==> config.mk <==
export PLATFORM = sky130hd
export DESIGN_NAME = cascade_counter
export DESIGN_NICKNAME = d
export VERILOG_FILES = /design/src/rtl/cascade_counter.sv
export SDC_FILE = /design/constraint.sdc
export NUM_CORES = 1
export LEC_CHECK = 0
export ABC_AREA = 1
export BUFFER_PORTS_ARGS = -buffer_cell sky130_fd_sc_hd__buf_2
export CAP_MARGIN = 10
export CORE_ASPECT_RATIO = 1.2
export CORE_UTILIZATION = 48
export CTS_CLUSTER_DIAMETER = 80
export CTS_CLUSTER_SIZE = 14
export DETAILED_ROUTE_END_ITERATION = 10
export PLACE_DENSITY = 0.8
export SYNTH_ARGS = -nofsm -noshare
export SYNTH_HDL_FRONTEND = slang
export SYNTH_SLANG_ARGS = --single-unit
==> constraint.sdc <==
create_clock -name clk -period 3.5 [get_ports clk]
set_input_delay 0.7 -clock clk [delete_from_list [all_inputs] [get_ports clk]]
set_output_delay 0.7 -clock clk [all_outputs]
set_load 0.02 [all_outputs]
==> src/rtl/cascade_counter.sv <==
// Cascaded multi-digit up/down counter with per-digit programmable maxima,
// single-cycle ripple between digits, registered carry/wrap pulses and a lap capture register.
module cascade_counter #(
    parameter int NUM_DIGITS = 4,
    parameter int DIGIT_W    = 4
) (
    input  logic                            clk,
    input  logic                            reset,
    input  logic                            enable,
    input  logic                            up,
    input  logic                            clear,
    input  logic                            load,
    input  logic [NUM_DIGITS*DIGIT_W-1:0]   load_val,
    input  logic [NUM_DIGITS*DIGIT_W-1:0]   max_vals,
    input  logic                            lap,
    output logic [NUM_DIGITS*DIGIT_W-1:0]   digits,
    output logic [NUM_DIGITS*DIGIT_W-1:0]   lap_digits,
    output logic [NUM_DIGITS-1:0]           digit_carry,
    output logic                            wrap
);

    localparam int TOTAL_W = NUM_DIGITS * DIGIT_W;
    localparam logic [DIGIT_W-1:0] DIGIT_ZERO = {DIGIT_W{1'b0}};
    localparam logic [DIGIT_W-1:0] DIGIT_ONE  = {{(DIGIT_W-1){1'b0}}, 1'b1};

    logic [TOTAL_W-1:0]    digits_q;
    logic [TOTAL_W-1:0]    digits_d;
    logic [TOTAL_W-1:0]    lap_q;
    logic [TOTAL_W-1:0]    lap_d;
    logic [NUM_DIGITS-1:0] carry_q;
    logic [NUM_DIGITS-1:0] carry_d;
    logic                  wrap_q;
    logic                  wrap_d;

    logic [TOTAL_W-1:0]    stepped_s;
    logic [NUM_DIGITS-1:0] at_limit_s;
    logic [NUM_DIGITS-1:0] step_en_s;

    // A digit wraps up when at or above its max (covers loaded out-of-range values), down at zero.
    function automatic logic digit_at_limit(
        input logic [DIGIT_W-1:0] cur,
        input logic [DIGIT_W-1:0] mx,
        input logic               dir_up
    );
        logic lim;
        if (dir_up) begin
            lim = (cur >= mx);
        end else begin
            lim = (cur == DIGIT_ZERO);
        end
        return lim;
    endfunction

    function automatic logic [DIGIT_W-1:0] digit_step(
        input logic [DIGIT_W-1:0] cur,
        input logic [DIGIT_W-1:0] mx,
        input logic               dir_up,
        input logic               lim
    );
        logic [DIGIT_W-1:0] nxt;
        case ({dir_up, lim})
            2'b11:   nxt = DIGIT_ZERO;
            2'b10:   nxt = cur + DIGIT_ONE;
            2'b01:   nxt = mx;
            2'b00:   nxt = cur - DIGIT_ONE;
            default: nxt = cur;
        endcase
        return nxt;
    endfunction

    // Per-digit limit detection, stepped value and ripple enable chain.
    always_comb begin
        stepped_s  = digits_q;
        at_limit_s = {NUM_DIGITS{1'b0}};
        step_en_s  = {NUM_DIGITS{1'b0}};
        for (int k = 0; k < NUM_DIGITS; k++) begin
            at_limit_s[k] = digit_at_limit(digits_q[k*DIGIT_W +: DIGIT_W],
                                           max_vals[k*DIGIT_W +: DIGIT_W], up);
            stepped_s[k*DIGIT_W +: DIGIT_W] = digit_step(digits_q[k*DIGIT_W +: DIGIT_W],
                                                         max_vals[k*DIGIT_W +: DIGIT_W],
                                                         up, at_limit_s[k]);
            if (k == 0) begin
                step_en_s[k] = 1'b1;
            end else begin
                step_en_s[k] = step_en_s[k-1] & at_limit_s[k-1];
            end
        end
    end

    // Next-state selection: clear beats load beats enable; only counting raises carries.
    always_comb begin
        digits_d = digits_q;
        carry_d  = {NUM_DIGITS{1'b0}};
        if (clear) begin
            digits_d = {TOTAL_W{1'b0}};
        end else if (load) begin
            digits_d = load_val;
        end else if (enable) begin
            for (int k = 0; k < NUM_DIGITS; k++) begin
                if (step_en_s[k]) begin
                    digits_d[k*DIGIT_W +: DIGIT_W] = stepped_s[k*DIGIT_W +: DIGIT_W];
                    carry_d[k] = at_limit_s[k];
                end else begin
                    digits_d[k*DIGIT_W +: DIGIT_W] = digits_q[k*DIGIT_W +: DIGIT_W];
                    carry_d[k] = 1'b0;
                end
            end
        end else begin
            digits_d = digits_q;
        end
        wrap_d = carry_d[NUM_DIGITS-1];
    end

    // Lap snapshots the pre-update count regardless of clear/load/enable.
    always_comb begin
        if (lap) begin
            lap_d = digits_q;
        end else begin
            lap_d = lap_q;
        end
    end

    // State registers with synchronous reset.
    always_ff @(posedge clk) begin
        if (reset) begin
            digits_q <= {TOTAL_W{1'b0}};
            lap_q    <= {TOTAL_W{1'b0}};
            carry_q  <= {NUM_DIGITS{1'b0}};
            wrap_q   <= 1'b0;
        end else begin
            digits_q <= digits_d;
            lap_q    <= lap_d;
            carry_q  <= carry_d;
            wrap_q   <= wrap_d;
        end
    end

    assign digits      = digits_q;
    assign lap_digits  = lap_q;
    assign digit_carry = carry_q;
    assign wrap        = wrap_q;

endmodule

==> reports/metrics.csv <==
metric;value;unit
PostCTS Resize Cnt;0;
Reg power frac;39.3;%
sequential fraction of the synthesis area;26.0;%
WP data arrival;2.43;ns
TritonCTS Buffers;5;
sw frac;33.7;%
Post-Layout Cell Count;550;
Setup TNS;0;ns
Startpoint Class;input port;
Worst-Margin Slew;0.519;ns
distinct cell type count after synthesis;36;
All-Layer GR Usage;24.3;%
clock buffer depth;2;
first-pass GRT wire length;11700;um
Worst Path Max Fanout;13;
# Max-Cap Violations;0;
FMAX;448;MHz
net switching power;385;uW
Initial Utilization;51.2;%
Mean Syn Cell Area;6.64;sq um
hold path depth;2;
FP Rows;29;
GPL Wtd Cong;0.924;
hold endpoint;lap_digits[10]$_SDFFE_PP0P_;
wire per inst;12.7;um
die boundary width;71.4;um
Comb pwr share;28.8;%
Hold Path Class;flop to flop;
Fin. Hold Viols;0;
Layout fillers;517;
slowest cell on the critical path;buf_2;
Routed Wire Length;6960;um
drt first-iter violations;146;
share of layout cells above drive strength 1;23.2;%
highest cell delay on the worst timing path;0.27;ns
n_diodes;0;
TritonCTS clock tree;done;
failing checks;DRC;
synthesized flop and latch total;36;
max-slew violations;0;
CTS H-Tree Depth;2;
synthesized area;0.00277;sq mm
Worst slew margin;65.4;%
critical setup path kind;input port to flop;
Worst Reg-to-Reg Cells;13;
routed vias;2855;
Leak;0.00186;uW
CP Data Required Time;3.70;ns
Ys Warns;0;
CTS sink count;36;
final setup fails;0;
clock network power share;31.9;%
endpoint type of the worst setup path;flop;
post-synthesis cell count;417;
status;finished, violations left;
FF-to-FF Start;digits[9]$_SDFFE_PP0P_;
Ports;76;
Antenna Nets Post-Route;0;
vias in the first global route;2732;
Main synth FF type;dfxtp_1;
most frequent CP cell;nand2_1;
largest net degree at the start of global routing;31;
RSZ-0062 raised after global routing;false;
P&R area growth vs syn;17.5;%
Tmin final;2.23;ns
Pwr Total;1140;uW
worst vdd ir;0.000197;V
Async SR Flop Fraction;0;%
final core utilization;60.2;%
r2r setup slk;1.35;ns
EDFF count, synth;0;
core area;0.00541;sq mm
clock transition at the registers of the reported paths;0.07;ns
initial antenna violation count;0;
clock latency on the worst-skew pair;0.30;ns
HP Start;lap_digits[10]$_SDFFE_PP0P_;
Final Cycle Share;63.7;%
# hold bufs at CTS;0;
DR pass1 iterations;8;
Clock Skews;0.00773;ns
setup bufs post-CTS;0;
DRC;7;
syn_nets;482;
Cells after DPL;542;
root buf cell;clkbuf_8;
pwr dens;351;mW/mm^2
Vias/cell;5.19;
WHS;0.464;ns
grt ovf;0;
Chip Height;85.2;um
internal power;757;uW
Worst R2R End;digits[11]$_SDFFE_PP0P_;
I/O Buffers;75;
Final nets;552;
die area;0.00608;sq mm
DPL Wire Length;5460;um
sequence of cells on the critical path;buf_2 > inv_2 > nand2_4 > inv_1 > ha_1 > a21oi_1 > nand2_1 > nand2_1 > nand2_1 > nand3_1 > nand2_1 > nand2_1 > nand2_1 > nor2_1 > nor2_1;
## layer usage
| metal | routed length (um) | global-route usage [%] | vias up | part of all wire (%) |
|---|---|---|---|---|
| met5 | 0 | 0 | - | 0 |
| met4 | 88 | 8.00 | 0 | 1.3 |
| met3 | 392 | 3.80 | 6 | 5.6 |
| met2 | 3460 | 43.5 | 89 | 50 |
| met1 | 3020 | 29.3 | 1289 | 43 |
| li1 | - | - | 1471 | - |
## metrics by stage
stage,setup slack (ns),area (sq um)
finish,1.27,3260
global route,1.10,3260
CTS,1.30,3260
detailed placement,0.981,3150
global placement,1.14,3150
floorplan,1.36,2770
## area by class of cell
class	count	area (sq um)	share of cell area [%]
sequential	36	721	22.1
clock buffer	6	72.6	2.23
clock inverter	2	35.0	1.08
tap	62	77.6	2.38
inverter	58	218	6.69
multi-input combinational	311	1760	54.0
timing repair buffer	75	375	11.5
## Yosys cell counts (2+ instances only)
library cell	number	area (sq um)
nor3_2	2	20.0
nor2_1	40	150
ha_1	22	275
a21oi_1	22	110
a31oi_1	2	12.5
nor2_2	6	37.5
clkbuf_1	5	18.8
nand3b_1	4	30.0
nor2_4	2	22.5
o21ai_0	5	25.0
dfxtp_1	36	721
nand2_4	3	33.8
nand4_1	5	31.3
nand2_2	8	50.1
a22oi_1	6	45.0
nand3_2	4	40.0
inv_1	55	206
inv_2	3	11.3
fa_1	4	80.1
a211oi_1	13	97.6
nand2_1	132	495
buf_4	3	22.5
nand3_1	22	110
## flip-flops by register name (all words and copies together), names as in the netlist
| register | count |
|---|---|
| digits | 16 |
| digit_carry | 4 |
| lap_digits | 16 |
## logic make-up after synthesis
logic type                 Yosys count  synth area share, %
and+or+nand+nor                    232                 38.7
buffers and inverters               70                 10.6
AOI/OAI and AO/OA                   51                 11.2
DFF                                 36                 26.0
adders and majority gates           26                 12.8
xor gates and xnor gates             2                0.632
## placed cells by master (no fill, tap or decap), types with 8 or more instances in the layout
cell type  count
inv_1         55
ha_1          22
a21oi_1       22
nand3_1       22
nor2_1        40
nand2_2        8
nand2_1      132
dfxtp_1       36
buf_2         75
a211oi_1      13
## worst max-delay path: cells and delay by family
family                     cells  cell delay [ns]
and+or+nand+nor               10             0.74
buffers and inverters          3             0.56
adders and majority gates      1             0.27
AOI/OAI and AO/OA              1             0.16
## power groups by stage
stage               Combinational [uW]  Sequential (uW)  Clock, uW
floorplan                          218              476          0
global placement                   316              458          0
detailed placement                 324              458          0
CTS                                326              449        368
global route                       370              451        384
finish                             328              449        365
## how the worst max path moves through the flow
stage	start	endpoint	slack, ns
floorplan	up	digits[11]$_SDFFE_PP0P_	1.36
global placement	up	digits[15]$_SDFFE_PP0P_	1.14
detailed placement	up	digits[15]$_SDFFE_PP0P_	0.98
CTS	up	digits[15]$_SDFFE_PP0P_	1.30
global route	digits[1]$_SDFFE_PP0P_	digits[3]$_SDFFE_PP0P_	1.10
finish	up	digits[15]$_SDFFE_PP0P_	1.27
Power figures use the tool's default switching activity.
